==> config.mk <==
export PLATFORM = sky130hd
export DESIGN_NAME = corelet_ctrl
export DESIGN_NICKNAME = d
export VERILOG_FILES = /design/src/rtl/corelet_ctrl.sv
export SDC_FILE = /design/constraint.sdc
export NUM_CORES = 1
export LEC_CHECK = 0
export ABC_AREA = 1
export ABC_CLOCK_PERIOD_IN_PS = 3500
export CAP_MARGIN = 20
export CORE_AREA = 2 2 124 246
export DETAILED_ROUTE_END_ITERATION = 10
export DIE_AREA = 0 0 126 248
export PLACE_DENSITY = 0.5
export SKIP_LAST_GASP = 1
export SYNTH_ARGS = -nofsm -noshare
export SYNTH_HDL_FRONTEND = slang
export SYNTH_SLANG_ARGS = --single-unit
==> constraint.sdc <==
create_clock -name clk -period 3.5 [get_ports clk]
set_input_delay 0.7 -clock clk [delete_from_list [all_inputs] [get_ports clk]]
set_output_delay 0.7 -clock clk [all_outputs]
set_load 0.02 [all_outputs]
==> src/rtl/corelet_ctrl.sv <==
// Instruction sequencer for one corelet tile pass: weight load, activation
// fill, execute, output drain and optional accumulate. Drives a fully
// registered 34-bit instruction word plus busy/done handshakes.
module corelet_ctrl #(
    parameter int row     = 8,
    parameter int col     = 8,
    parameter int addr_bw = 11,
    parameter int len_bw  = 11
) (
    input  logic               clk,
    input  logic               reset,
    input  logic               start,
    input  logic               acc_en,
    input  logic [addr_bw-1:0] w_base,
    input  logic [addr_bw-1:0] x_base,
    input  logic [addr_bw-1:0] p_base,
    input  logic [len_bw-1:0]  len,
    input  logic               l0_full,
    input  logic               ofifo_valid,
    output logic [33:0]        inst,
    output logic               busy,
    output logic               done
);

    // Degenerate array shapes make the phase counters meaningless.
    if (row < 1 || col < 1) begin : g_param_check
        $error("corelet_ctrl: row and col must be at least 1");
    end

    typedef enum logic [3:0] {
        S_IDLE, S_WLD_X, S_WLD_A, S_WLD_WAIT, S_ACT_X, S_EXEC, S_OUT, S_ACC, S_DONE
    } state_t;

    // Field order matches the corelet instruction bit map, MSB first.
    typedef struct packed {
        logic               acc;
        logic               cen_pmem;
        logic               wen_pmem;
        logic [addr_bw-1:0] a_pmem;
        logic               cen_xmem;
        logic               wen_xmem;
        logic [addr_bw-1:0] a_xmem;
        logic               ofifo_rd;
        logic               ififo_wr;
        logic               ififo_rd;
        logic               l0_rd;
        logic               l0_wr;
        logic               execute;
        logic               load;
    } inst_t;

    // One extra bit so counters can reach len or col without wrapping.
    typedef logic [len_bw:0] cnt_t;

    // Active-low SRAM controls parked high, everything else zero.
    function automatic inst_t idle_word();
        inst_t w;
        w          = '0;
        w.cen_pmem = 1'b1;
        w.wen_pmem = 1'b1;
        w.cen_xmem = 1'b1;
        w.wen_xmem = 1'b1;
        return w;
    endfunction

    state_t             state_q, state_d;
    inst_t              inst_q, inst_d;
    cnt_t               k_q, k_d;      // xmem reads issued in the current fill phase
    cnt_t               cnt_q, cnt_d;  // cycle counter for fixed-length phases
    cnt_t               j_q, j_d;      // pmem accesses issued
    cnt_t               rd_q, rd_d;    // ofifo reads issued
    logic               done_d;
    logic               capture;
    logic               acc_en_q;
    logic [addr_bw-1:0] w_base_q, x_base_q, p_base_q;
    logic [len_bw-1:0]  len_q;

    cnt_t col_n;
    cnt_t len_n;
    logic xmem_rd_now;

    assign col_n       = cnt_t'(col);
    assign len_n       = cnt_t'(len_q);
    // A read visible on the bus this cycle lands in l0 on the next one.
    assign xmem_rd_now = !inst_q.cen_xmem && inst_q.wen_xmem;

    // Next-state and next-instruction decode.
    // NOTE: every signal gets a default at the top so no path infers a latch.
    always_comb begin
        state_d       = state_q;
        k_d           = k_q;
        cnt_d         = cnt_q;
        j_d           = j_q;
        rd_d          = rd_q;
        done_d        = 1'b0;
        capture       = 1'b0;
        inst_d        = idle_word();
        inst_d.l0_wr  = xmem_rd_now;

        unique case (state_q)
            S_IDLE: begin
                if (start) begin
                    capture = 1'b1;
                    k_d     = '0;
                    cnt_d   = '0;
                    j_d     = '0;
                    rd_d    = '0;
                    state_d = (len != '0) ? S_WLD_X : S_DONE;
                end
            end
            S_WLD_X: begin
                if (k_q == col_n) begin
                    // Trailing cycle: only the last l0_wr goes out.
                    state_d = S_WLD_A;
                    cnt_d   = '0;
                end else begin
                    // Address is held at the next read even while stalled.
                    inst_d.a_xmem = w_base_q + addr_bw'(k_q);
                    if (!l0_full) begin
                        inst_d.cen_xmem = 1'b0;
                        k_d             = k_q + 1'b1;
                    end
                end
            end
            S_WLD_A: begin
                inst_d.l0_rd = 1'b1;
                inst_d.load  = 1'b1;
                if (cnt_q == col_n - 1'b1) begin
                    state_d = S_WLD_WAIT;
                    cnt_d   = '0;
                end else begin
                    cnt_d = cnt_q + 1'b1;
                end
            end
            S_WLD_WAIT: begin
                if (cnt_q == col_n - 1'b1) begin
                    state_d = S_ACT_X;
                    k_d     = '0;
                end else begin
                    cnt_d = cnt_q + 1'b1;
                end
            end
            S_ACT_X: begin
                if (k_q == len_n) begin
                    state_d = S_EXEC;
                    cnt_d   = '0;
                end else begin
                    inst_d.a_xmem = x_base_q + addr_bw'(k_q);
                    if (!l0_full) begin
                        inst_d.cen_xmem = 1'b0;
                        k_d             = k_q + 1'b1;
                    end
                end
            end
            S_EXEC: begin
                inst_d.l0_rd   = 1'b1;
                inst_d.execute = 1'b1;
                if (cnt_q == len_n - 1'b1) begin
                    state_d = S_OUT;
                    j_d     = '0;
                    rd_d    = '0;
                end else begin
                    cnt_d = cnt_q + 1'b1;
                end
            end
            S_OUT: begin
                if (ofifo_valid && rd_q != len_n) begin
                    inst_d.ofifo_rd = 1'b1;
                    rd_d            = rd_q + 1'b1;
                end
                // The row popped last cycle is written to pmem now.
                if (inst_q.ofifo_rd) begin
                    inst_d.cen_pmem = 1'b0;
                    inst_d.wen_pmem = 1'b0;
                    inst_d.a_pmem   = p_base_q + addr_bw'(j_q);
                    j_d             = j_q + 1'b1;
                    if (j_q == len_n - 1'b1) begin
                        state_d = acc_en_q ? S_ACC : S_DONE;
                        j_d     = '0;
                    end
                end
            end
            S_ACC: begin
                inst_d.acc      = 1'b1;
                inst_d.cen_pmem = 1'b0;
                inst_d.a_pmem   = p_base_q + addr_bw'(j_q);
                if (j_q == len_n - 1'b1) begin
                    state_d = S_DONE;
                end else begin
                    j_d = j_q + 1'b1;
                end
            end
            S_DONE: begin
                done_d  = 1'b1;
                state_d = S_IDLE;
            end
            default: state_d = S_IDLE;
        endcase
    end

    // State, counters and the registered instruction word.
    // NOTE: sequential state uses non-blocking assignments so every flop samples pre-edge values.
    always_ff @(posedge clk or negedge reset) begin
        if (!reset) begin
            state_q <= S_IDLE;
            inst_q  <= idle_word();
            done    <= 1'b0;
            k_q     <= '0;
            cnt_q   <= '0;
            j_q     <= '0;
            rd_q    <= '0;
        end else begin
            state_q <= state_d;
            inst_q  <= inst_d;
            done    <= done_d;
            k_q     <= k_d;
            cnt_q   <= cnt_d;
            j_q     <= j_d;
            rd_q    <= rd_d;
        end
    end

    // Pass configuration, frozen when start is accepted.
    always_ff @(posedge clk or negedge reset) begin
        if (!reset) begin
            acc_en_q <= 1'b0;
            w_base_q <= '0;
            x_base_q <= '0;
            p_base_q <= '0;
            len_q    <= '0;
        end else if (capture) begin
            acc_en_q <= acc_en;
            w_base_q <= w_base;
            x_base_q <= x_base;
            p_base_q <= p_base;
            len_q    <= len;
        end
    end

    assign inst = inst_q;
    assign busy = (state_q != S_IDLE);

endmodule

Word level (Yosys, flattened, before mapping)
Cells that the tools add are included.

Output and inout port bits: 36. Input bits: 50. Word-level logic and storage cells: 125. Flip-flop bits (word level): 129.

Equal/unequal tests: 29. Muxes and demuxes: 51. Reductions and logical operators: 15. $add $sub $neg: 8.

Operators with widths (count): 12-bit 2-to-1 mux (15); 12-bit one-hot mux with 4 select lines (2); 12-bit one-hot mux with 6 select lines (1); 12-bit by 1-bit adder with 12-bit output (second input constant) (4); 4-bit 2-to-1 mux (11); 11-bit one-hot mux with 2 select lines (2); 12-bit one-hot mux with 3 select lines (1); 11-bit adder (3); 4-bit one-hot mux with 8 select lines (1); 2-bit inequality test (second input constant) (15); 12-bit equality test (2); 11-bit 2-to-1 mux (2); 4-bit by 3-bit equality test with 1-bit output (second input constant) (4); 1-bit 2-to-1 mux (13); 13-bit 2-to-1 mux (1); 12-bit by 11-bit equality test with 1-bit output (1); 12-bit by 3-bit equality test with 1-bit output (second input constant) (1); 12-bit by 4-bit equality test with 1-bit output (second input constant) (1); 12-bit by 11-bit inequality test with 1-bit output (1); 4-bit nonzero test (3); 11-bit by 1-bit subtractor with 12-bit output (second input constant) (1); 11-bit nonzero test (1); 5-bit AND reduction (2); 9-bit AND reduction (1); 12 further kinds (14).

Longest topological paths before layout
Gate-level depths: netlist (run 1).

Depth after elaboration: 5. Depth in mapped cells: 21. Depth with buffers taken out: 18.

Least setup slack after synthesis (run 1)
No wires, ideal clock.

Kind: register to register. Start: reg len_q[0]. End: reg j_q[8]. Clock period less this slack: 2.270 ns. Slack: 1.230 ns. Library setup time: 0.116 ns. Data arrival time: 2.154 ns. Path buffers: 3. Cell stages (with the launch flop): 19. Required time: 3.384 ns. Path through: dfrtp_1 > inv_2 > buf_2 > ha_1 > buf_2 > nand2_2 > nor2_2 > nand2_1 > nand2_1 > nand2_1 > nand2_1 > nand2_1 > nor2_2 > nand3_4 > a21oi_4 > nand2_2 > buf_6 > nand2_1 > nand2_1.

Cells in the longest elaborated chain, start to end: 5.

RTL lines: start, declared (RTL line 76) `logic [len_bw-1:0] len_q;`; start signal, assigned (RTL line 236) `len_q <= len;`; 11-bit by 1-bit subtractor with 12-bit output (*) (RTL line 158, 177, 187); 12-bit equality test (RTL line 177, 187); 12-bit 2-to-1 mux (RTL line 177) `if (j_q == len_n - 1'b1) begin`; 12-bit 2-to-1 mux (RTL line 172) `if (inst_q.ofifo_rd) begin`; 12-bit one-hot mux with 4 select lines (RTL line 100) `unique case (state_q)`; end signal, assigned (RTL line 218) `j_q <= j_d;`; end, declared (RTL line 70) `cnt_t j_q, j_d;`.

Mark *: on every way between the ends. The rest lies on a longest branch, timed or not. The select of a mux whose other input is x is not followed. A chain may end at the register's enable or synchronous reset.

Worst setup path in the final report (run 1)
Start: reg len_q[0]. End: reg rd_q[6].

Cells in the longest elaborated chain, start to end: 4.

RTL lines: 11-bit by 1-bit subtractor with 12-bit output / 12-bit by 11-bit inequality test with 1-bit output (equally long branches) (RTL line 158, 167); 12-bit equality test / 1-bit logical AND (equally long branches) (RTL line 158, 167); 2-bit inequality test (no source line); 4-bit AND reduction (no source line) (*); end signal, assigned (RTL line 219) `rd_q <= rd_d;`; end, declared (RTL line 71) `cnt_t rd_q, rd_d;`.

Mark *: on every way between the ends. The rest lies on a longest branch, timed or not.

==> key figures, run 1 <==
Floorplan
  • Chip Height: 248 µm
  • Die X: 126 µm
  • Die area: 0.0312 mm²
  • Rows: 89
  • Ports: 86
  • Core area: 0.0294 mm²
  • Initial Utilization: 0.296

Status
  • Status: finished, final reports clean

Pwr
  • Switch share: 0.436
  • Worst vdd ir: 0.426 mV
  • Leakage power: 4.97 nW
  • Switching pwr: 3.25 mW
  • Total power: 7.46 mW
  • Combinational share of power: 0.444
  • Sequential Power Share: 0.300
  • P_int: 4.21 mW
  • PwrDens: 704 mW/mm²
  • Clock share of power: 0.256

Final layout
  • Diodes inserted: 0
  • Design area: 0.0106 mm²
  • Area growth syn-to-layout: 21.7%
  • Share of cells above drive strength 1: 0.0885
  • Number of fill cells in the layout: 3163
  • Commonest non-fill, non-tap cell in the layout: nand2_1
  • Most frequent cells in the layout: nand2_1, dfrtp_1, inv_1, nor2_1, nand3_1
  • Final core occ: 0.360
  • Area of the multi-input gates: 0.00485 mm²
  • Register area: 0.00323 mm²
  • Final nets: 1342
  • Layout Cells excl Fill: 1630

Placement
  • Dpl hpwl: 23.0 mm
  • Cells after DPL: 1598
  • Place WS: 0.666 ns
  • GP Congestion: 0.937
  • Cell Area, Placed: 0.00997 mm²
  • Port bufs: 82

CTS
  • Setup Buffers After CTS: 0
  • Post-CTS resize count: 0
  • Clk root buf: clkbuf_16
  • Worst-Skew Late Latency: 0.45 ns
  • Hold buffers post-CTS: 0
  • Longest Clk Path Bufs: 2
  • H-tree lvl count: 4
  • Clock slew at reported path FFs: 0.06 ns
  • CTS Buf Count: 17
  • Clk sinks: 129
  • CTS tree: done

Synth
  • Synth top area share: 0.362
  • Sequential cell area fraction in the yosys report: 0.371
  • Top post-synthesis cells by area: dfrtp_1, nand2_1, inv_1
  • Number of flops mapped to enable cells by yosys: 0
  • Mean Syn Cell Area: 7.47 µm²
  • Asr flop ratio synth: 1.00
  • Synth Register Bits: 129
  • Yosys synthesis warning count: 0
  • Distinct cells, synth: 52
  • Post-Syn Instances: 1165
  • Top FF cell, synth: dfrtp_1
  • Area leader, netlist: dfrtp_1
  • Cell Area, Synth: 0.00870 mm²

Detailed routing
  • Drt drc: 0
  • Drt first pass iters: 7
  • Wire length after detailed routing: 29.2 mm
  • Vias per cell: 5.01
  • 1st-iter DRT viols: 463
  • WL/cell: 17.9 µm
  • Total number of vias: 8173
  • Routed Antenna Nets: 0

GRT
  • Pin count of the biggest net entering global routing: 65
  • Grt total ovfl: 0
  • Vias in the first global route: 8478
  • First-pass GRT wire length: 46.3 mm
  • Overall Global Routing Usage: 0.194
  • Initial antenna violation count: 0

STA
  • Slew margin rel.: 0.494
  • Final Hold Vio Count: 0
  • Worst setup margin: 0.618 ns
  • TNS Setup: 0 ns
  • Hold WS: 0.243 ns
  • Final slew viol count: 0
  • Maximum clock frequency: 347 MHz
  • Min Tclk post-route: 2.88 ns
  • Worst Tran Pin Value: 0.756 ns
  • Period Utilization, post-route: 0.824
  • Layout Skew: 0.0100 ns
  • Final setup viols: 0
  • RSZ-0062 raised after global routing: false

Setup path
  • Critical Path RT: 3.84 ns
  • CP endpoint kind: flip-flop
  • CP Data Arrival Time: 3.22 ns
  • Worst Setup EP: rd_q[6]
  • Critical path origin: len_q[0]
  • CP Launch Type: flip-flop
  • FF-to-FF Start: len_q[0]
  • Reg2reg path depth: 13
  • Critical path type: flip-flop to flip-flop
  • Largest fanout on the critical path: 15
  • Setup slack, reg-to-reg: 0.62 ns
  • Worst R2R End: rd_q[6]

Min path
  • Worst Hold Class: primary input to async pin

Run
  • Max cap viols: 0
## registers in the layout, summed over array words and instances (netlist names), 4 cells and up
| register | cells |
|---|---|
| state_q | 4 |
| cnt_q | 12 |
| inst | 31 |
| p_base_q | 11 |
| rd_q | 12 |
| j_q | 12 |
| w_base_q | 11 |
| k_q | 12 |
| len_q | 11 |
| x_base_q | 11 |
## critical path, stage by stage (launching register included)
cell	delay (ns)
dfrtp_1	0.45
inv_2	0.23
ha_1	0.37
nand2_2	0.15
nor2_1	0.16
nand2_1	0.12
nand3_1	0.11
nand2_1	0.08
nor2_2	0.19
nand3_4	0.14
nand2_4	0.21
nand2_1	0.33
nand2_1	0.16
nand2_1	0.06
## cell families (layout without fill, tap and decap cells)
| group | after synthesis | in the layout | share of synthesized area |
|---|---|---|---|
| buffers and inverters | 155 | 255 | 0.0716 |
| AO/OA/AOI/OAI | 151 | 151 | 0.0976 |
| AND/OR/NAND/NOR | 603 | 603 | 0.303 |
| adder cells (fa/ha/maj) | 39 | 39 | 0.0587 |
| multiplexers | 30 | 30 | 0.0388 |
| flip-flops | 129 | 129 | 0.371 |
| other | 2 | 3 | 0.000863 |
| XOR/XNOR | 56 | 56 | 0.0580 |
## worst min path at each step
stage | cells after the start | from | endpoint | slack (ns)
after floorplan | 0 | reset | acc_en_q | 0.40
after global placement | 1 | inst[19] | inst[2] | 0.42
after detailed placement | 1 | inst[19] | inst[2] | 0.42
after CTS | 1 | reset | x_base_q[9] | 0.26
after global routing | 1 | reset | x_base_q[9] | 0.29
final | 1 | reset | x_base_q[9] | 0.24
## synthesized netlist by cell type, types with 2 or more instances
cell / n
nand4_1: 18
nand2_1: 322
buf_2: 9
conb_1: 2
a31oi_1: 3
o21ai_0: 45
xnor2_1: 7
dfstp_2: 3
nor3_1: 31
nor2_2: 6
o221ai_1: 2
clkbuf_1: 11
a21oi_1: 63
fa_1: 3
dfrtp_1: 126
buf_6: 2
nor2_1: 102
inv_1: 121
buf_1: 3
ha_1: 36
mux2_2: 30
o22ai_1: 13
buf_4: 4
inv_2: 5
nor2_4: 7
a21o_1: 2
nand3b_1: 4
o21ai_1: 6
nand3_1: 86
o211ai_1: 2
nor4_1: 12
o31ai_1: 4
nand2_2: 5
xor2_1: 48
o2111ai_1: 5
## final cells by class
type                    count  share of cell area
clock buffers              20              0.0441
clock inverters            12              0.0145
repair buffers             97              0.0906
inverters                 126              0.0446
multi-input cells         882               0.458
flip-flops and latches    129               0.305
well taps                 364              0.0430
## power groups by stage
stage	Clock (mW)	Sequential, mW	Combinational (mW)
after floorplan	0	2.19	2.27
final	1.91	2.24	3.31
after global routing	2.00	2.29	3.68
after CTS	1.95	2.24	3.34
after detailed placement	0	2.27	3.32
after global placement	0	2.26	3.31
## per-layer routing
| metal | vias up | GRT usage | share of wire |
|---|---|---|---|
| met5 | - | 0 | 0 |
| met4 | 0 | 0.112 | 0.056 |
| met3 | 85 | 0.0334 | 0.034 |
| met2 | 240 | 0.385 | 0.56 |
| met1 | 3839 | 0.181 | 0.35 |
| li1 | 4009 | - | - |
No activity file was read; power rests on OpenSTA's default activity.
==> inputs of run 2 (changes only) <==
Settings changed: ABC_CLOCK_PERIOD_IN_PS 3500 to 2300, PLACE_DENSITY 0.5 to 0.52.
Clock period 3.5 ns to 2.3 ns, I/O delays scaled along.
==> key figures, run 2 (synthesized netlist as in run 1, its figures left out) <==
CTS
  • Longest Clk Path Bufs: 2 (unchanged)
  • Clk root buf: clkbuf_16
  • Worst-Skew Late Latency: 0.45 ns (about the same)
  • CTS Buf Count: 17 (unchanged)
  • CTS tree: done
  • Clk sinks: 129 (unchanged)
  • H-tree lvl count: 4 (unchanged)
  • Clock slew at reported path FFs: 0.06 ns (about the same)

Setup path
  • Setup slack, reg-to-reg: -0.03 ns (-0.65 ns)
  • Largest stage delay on the critical path: 0.40 ns (-0.05 ns)
  • CP endpoint kind: flip-flop
  • Largest fanout on the critical path: 6 (-9)
  • Slowest CP cell: dfrtp_1
  • CP Launch Type: flip-flop
  • Reg2reg path depth: 17 (+4)
  • CP Data Arrival Time: 2.72 ns (-0.50 ns)
  • FF-to-FF Start: len_q[1]
  • Critical path type: flip-flop to flip-flop
  • Critical Path RT: 2.68 ns (-1.16 ns)
  • Crit-path cells: buf_6, nor2_4, nand2_4, nor2_4, nand2_2, nand2_2, nand2_1, nor2_1, nand2_2, nor2_4, nand3_4, nand2_4, nand2_4, nor2_4, clkbuf_16, nand2_2, nand2_1
  • Worst R2R End: j_q[9]

Run
  • Max cap viols: 0 (unchanged)

Floorplan
  • Die area: 0.0312 mm² (unchanged)
  • Rows: 89 (unchanged)
  • Initial Utilization: 0.296 (unchanged)
  • Ports: 86 (unchanged)
  • Chip Height: 248 µm (unchanged)
  • Die X: 126 µm (unchanged)
  • Core area: 0.0294 mm² (unchanged)

Final layout
  • Register area: 0.00324 mm² (+0.31%)
  • Layout Cells excl Fill: 1724 (+5.8%)
  • Max reg flops: 31 (unchanged)
  • Share of cells above drive strength 1: 0.196 (+0.107)
  • Number of fill cells in the layout: 3107 (-1.8%)
  • Commonest non-fill, non-tap cell in the layout: nand2_1
  • Most frequent cells in the layout: nand2_1, dfrtp_1, inv_1, buf_4, nor2_1
  • Area growth syn-to-layout: 33.8%
  • Final nets: 1436 (+7.0%)
  • Diodes inserted: 0 (unchanged)
  • Area of the multi-input gates: 0.00508 mm² (+4.7%)

Min path
  • Worst Hold Path EP: inst[2]
  • Worst Hold Class: flip-flop to flip-flop
  • Hold Path Stages: 1
  • Hold path start: inst[19]

STA
  • Final setup viols: 10 (+10)
  • Worst setup margin: -0.0334 ns (-0.651 ns)
  • Final slew viol count: 0 (unchanged)
  • Worst Tran Pin Value: 0.495 ns (-0.261 ns)
  • Period Utilization, post-route: 1.01 (+0.191)
  • Maximum clock frequency: 429 MHz (+24%)
  • Slew margin rel.: 0.667 (+0.173)
  • Layout Skew: 0.0113 ns (+0.00131 ns)
  • Hold WS: 0.430 ns (+0.186 ns)
  • Min Tclk post-route: 2.33 ns (-0.549 ns)
  • TNS Setup: -0.165 ns (-0.165 ns)
  • Final Hold Vio Count: 0 (unchanged)
  • RSZ-0062 raised after global routing: true

GRT
  • GR peak layer: met2
  • Overall Global Routing Usage: 0.194 (about the same)
  • Initial antenna violation count: 0 (unchanged)
  • Met3 usage: 0.0319 (-0.00151)
  • First-pass GRT wire length: 46.2 mm (about the same)
  • GR met1 Demand/Resource: 0.185 (+0.00389)
  • Grt total ovfl: 0 (unchanged)
  • Met2 capacity usage during global routing: 0.374 (-0.0112)
  • Vias in the first global route: 8672 (+2.3%)
  • Pin count of the biggest net entering global routing: 74 (+14%)

Status
  • Failing checks: negative setup slack
  • Status: finished with violations

Placement
  • GP Congestion: 0.935 (-0.28%)
  • Place WS: -0.0820 ns (-0.748 ns)
  • Dpl hpwl: 23.3 mm (+1.3%)
  • Cells after DPL: 1680 (+5.1%)
  • Port bufs: 82 (unchanged)

Pwr
  • Leakage power: 5.54 nW (+12%)
  • Worst vdd ir: 0.804 mV (+89%)
  • PwrDens: 1110 mW/mm² (+58%)

Detailed routing
  • Total number of vias: 8463 (+3.5%)
  • 1st-iter DRT viols: 415 (-10%)
  • Vias per cell: 4.91 (-2.1%)
  • WL/cell: 17.2 µm (-4.1%)
  • Drt first pass iters: 4 (-3)
  • Wire length after detailed routing: 29.6 mm (+1.4%)
  • Drt drc: 0 (unchanged)
  • Routed Antenna Nets: 0 (unchanged)
[run 2: worst max path at each step]
stage                     startpoint  endpoint  slack (ns)  cells past startpoint
after floorplan             len_q[0]    j_q[8]        0.03                     18
after global placement      len_q[9]   j_q[11]       -0.04                     12
after detailed placement    len_q[9]    j_q[7]       -0.08                     12
after CTS                     k_q[3]  inst[17]       0.001                     11
after global routing        len_q[5]   j_q[10]       -0.13                     17
final                       len_q[1]    j_q[9]       -0.03                     17
[run 2: cell type report]
type                    instances  area share
repair buffers                191       0.151
clock inverters                12      0.0154
inverters                     126      0.0406
flip-flops and latches        129       0.279
clock buffers                  20      0.0392
well taps                     364      0.0391
multi-input cells             882       0.436
[run 2: timing repair]
action / 4_1_cts / 5_1_grt
endpoints found under the setup margin: 28 / 58
gates cloned: 0 / 1
hold buffers: 1 / 0
hold endpoints to repair: 12 / 0
pin swaps: 2 / 24
buffers inserted: 0 / 10
gates resized for setup: 13 / 71
[run 2: stage by stage]
step / power (mW) / area (µm²) / utilization
2_1_floorplan: 6.79 / 8700 / -
3_3_place_gp: 9.45 / 10700 / 0.362
3_5_place_dp: 9.50 / 10700 / 0.362
4_1_cts: 12.6 / 11300 / 0.386
5_1_grt: 13.8 / 11600 / 0.396
6_report: 13.0 / 11600 / 0.396
[run 2: layer usage]
metal	up-vias	part of all wire
met4	0	0.067
met3	90	0.029
met2	199	0.55
met5	-	0
met1	3987	0.36
li1	4187	-
[run 2: power by group]
group | leakage [nW] | switching, mW | internal [mW]
clock network | 0.303 | 1.11 | 1.87
registers | 1.65 | 0.454 | 2.86
logic | 3.59 | 3.87 | 2.78
total | 5.54 | 5.44 | 7.51
[run 2: critical path: cells and delay by family, from the launching register on]
| family | cells | cell delay, ns |
|---|---|---|
| flops | 1 | 0.40 |
| buf+inv | 2 | 0.33 |
| simple gates | 15 | 1.53 |
==> inputs of run 3 (changes only) <==
Settings changed: CAP_MARGIN 20 to not set, CTS_CLUSTER_DIAMETER set to 60, SKIP_CTS_REPAIR_TIMING set to 1.
==> key figures, run 3 (synthesized netlist as in run 1, its figures left out) <==
Status
  • Status: finished with violations
  • Failing checks: negative setup slack

Floorplan
  • Ports: 86 (unchanged)
  • Chip Height: 248 µm (unchanged)
  • Core area: 0.0294 mm² (unchanged)
  • Rows: 89 (unchanged)
  • Die area: 0.0312 mm² (unchanged)
  • Initial Utilization: 0.296 (unchanged)
  • Die X: 126 µm (unchanged)

Detailed routing
  • Drt drc: 0 (unchanged)
  • Drt first pass iters: 5 (+1)
  • 1st-iter DRT viols: 456 (+9.9%)
  • Routed Antenna Nets: 0 (unchanged)
  • Total number of vias: 8488 (+0.30%)
  • Wire length after detailed routing: 29.7 mm (+0.31%)
  • WL/cell: 17.3 µm (+0.37%)
  • Vias per cell: 4.93 (+0.35%)

STA
  • Maximum clock frequency: 426 MHz (-0.50%)
  • Min Tclk post-route: 2.35 ns (+0.0117 ns)
  • Layout Skew: 0.0116 ns (+0.000230 ns)
  • Final slew viol count: 0 (unchanged)
  • TNS Setup: -0.358 ns (-0.192 ns)
  • Hold WS: 0.428 ns (-0.00151 ns)
  • Final setup viols: 12 (+2)
  • Worst setup margin: -0.0451 ns (-0.0117 ns)
  • Period Utilization, post-route: 1.02 (+0.00509)
  • Worst Tran Pin Value: 0.489 ns (-0.00631 ns)
  • Final Hold Vio Count: 0 (unchanged)
  • RSZ-0062 raised after global routing: true
  • Slew margin rel.: 0.672 (+0.00424)

Min path
  • Hold path start: inst[19]
  • Worst Hold Class: flip-flop to flip-flop

CTS
  • Clk sinks: 129 (unchanged)
  • Clock slew at reported path FFs: 0.06 ns (about the same)
  • Worst-Skew Late Latency: 0.46 ns (about the same)
  • Longest Clk Path Bufs: 2 (unchanged)
  • CTS tree: done
  • CTS Buf Count: 17 (unchanged)
  • H-tree lvl count: 4 (unchanged)
  • Clk root buf: clkbuf_16

Placement
  • GP Congestion: 0.935 (unchanged)
  • Cell Area, Placed: 0.0107 mm² (unchanged)
  • Port bufs: 82 (unchanged)
  • Dpl hpwl: 23.3 mm (unchanged)

Setup path
  • CP endpoint kind: flip-flop
  • CP Launch Type: flip-flop
  • Slowest CP cell: dfrtp_1
  • Largest stage delay on the critical path: 0.41 ns (about the same)
  • Most used cell, CP: nor2_4
  • Largest fanout on the critical path: 6 (unchanged)
  • Setup slack, reg-to-reg: -0.05 ns (about the same)
  • Critical path origin: len_q[1]
  • Crit-path cells: buf_6, nor2_4, nand3_2, buf_4, xnor3_1, nand2_1, nor2_4, nand3_4, nand2_4, nand2_4, nor2_4, clkbuf_16, nand2_2, nand2_1
  • Critical path type: flip-flop to flip-flop
  • FF-to-FF Start: len_q[1]
  • Critical Path RT: 2.69 ns (about the same)
  • CP Data Arrival Time: 2.73 ns (about the same)

Final layout
  • Share of cells above drive strength 1: 0.194 (-0.00133)
  • Diodes inserted: 0 (unchanged)
  • Final nets: 1435 (-0.070%)
  • Max reg flops: 31 (unchanged)
  • Number of fill cells in the layout: 3102 (-0.16%)
  • Area growth syn-to-layout: 33.8% (about the same)
  • Design area: 0.0116 mm² (about the same)
  • Commonest non-fill, non-tap cell in the layout: nand2_1
  • Most frequent cells in the layout: nand2_1, dfrtp_1, inv_1, buf_4, nor2_1

Pwr
  • Leakage power: 5.56 nW (+0.27%)
  • PwrDens: 1110 mW/mm² (+0.12%)
  • Worst vdd ir: 0.804 mV (about the same)

GRT
  • Pin count of the biggest net entering global routing: 74 (unchanged)
  • Initial antenna violation count: 0 (unchanged)
  • Grt total ovfl: 0 (unchanged)
  • First-pass GRT wire length: 46.2 mm (about the same)
  • Overall Global Routing Usage: 0.194 (about the same)
  • Vias in the first global route: 8678 (+0.069%)

Run
  • Max cap viols: 0 (unchanged)
## run 3: cell count changes in the layout (fill, tap and decap cells not counted), sizes merged
cell          change
dlygate4sd2       -1
buf               -1
dlymetal6s2s      +1
## run 3: final timing paths
| path | endpoint | cells after the start |
|---|---|---|
| setup reg to reg | j_q[9] | 14 |
| max in group asynchronous | inst[32] | 3 |
| hold reg to reg | inst[2] | 1 |
| setup / recovery | j_q[9] | 14 |
| min in group asynchronous | x_base_q[8] | 3 |
| hold / removal | inst[2] | 1 |
## run 3: layout make-up
type / count / area [µm²] / share of cell area
multi-input cells: 882 / 5080 / 0.437
flip-flops and latches: 129 / 3240 / 0.278
repair buffers: 190 / 1750 / 0.151
inverters: 126 / 473 / 0.0406
clock buffers: 20 / 457 / 0.0392
well taps: 364 / 455 / 0.0391
clock inverters: 12 / 179 / 0.0154
## run 3: critical path: cells and delay by family (launching register included)
kind	cells	cell delay (ns)
buffers and inverters	3	0.50
flip-flops	1	0.41
AND/OR/NAND/NOR	10	1.18
XOR/XNOR	1	0.19
## run 3: metal layers
layer	wire length (µm)	global-route usage
met2	16200	0.373
met5	0	0
met1	10600	0.184
met3	897	0.0332
met4	2040	0.131
## run 3: power breakdown
part / leakage [nW] / internal [mW] / switching (mW) / total (mW)
Combinational: 3.60 / 2.79 / 3.88 / 6.67
Sequential: 1.65 / 2.86 / 0.455 / 3.31
Clock: 0.303 / 1.87 / 1.12 / 2.99
## run 3: stage by stage
stage / instances / power (mW) / util / setup slack, ns
2_1_floorplan: 1166 / 6.79 / - / 0.0296
3_3_place_gp: 1680 / 9.45 / 0.362 / -0.0408
3_5_place_dp: 1680 / 9.50 / 0.362 / -0.0820
4_1_cts: 1712 / 12.5 / 0.384 / -0.301
5_1_grt: 1723 / 13.8 / 0.396 / -0.130
6_report: 1723 / 13.0 / 0.396 / -0.0451
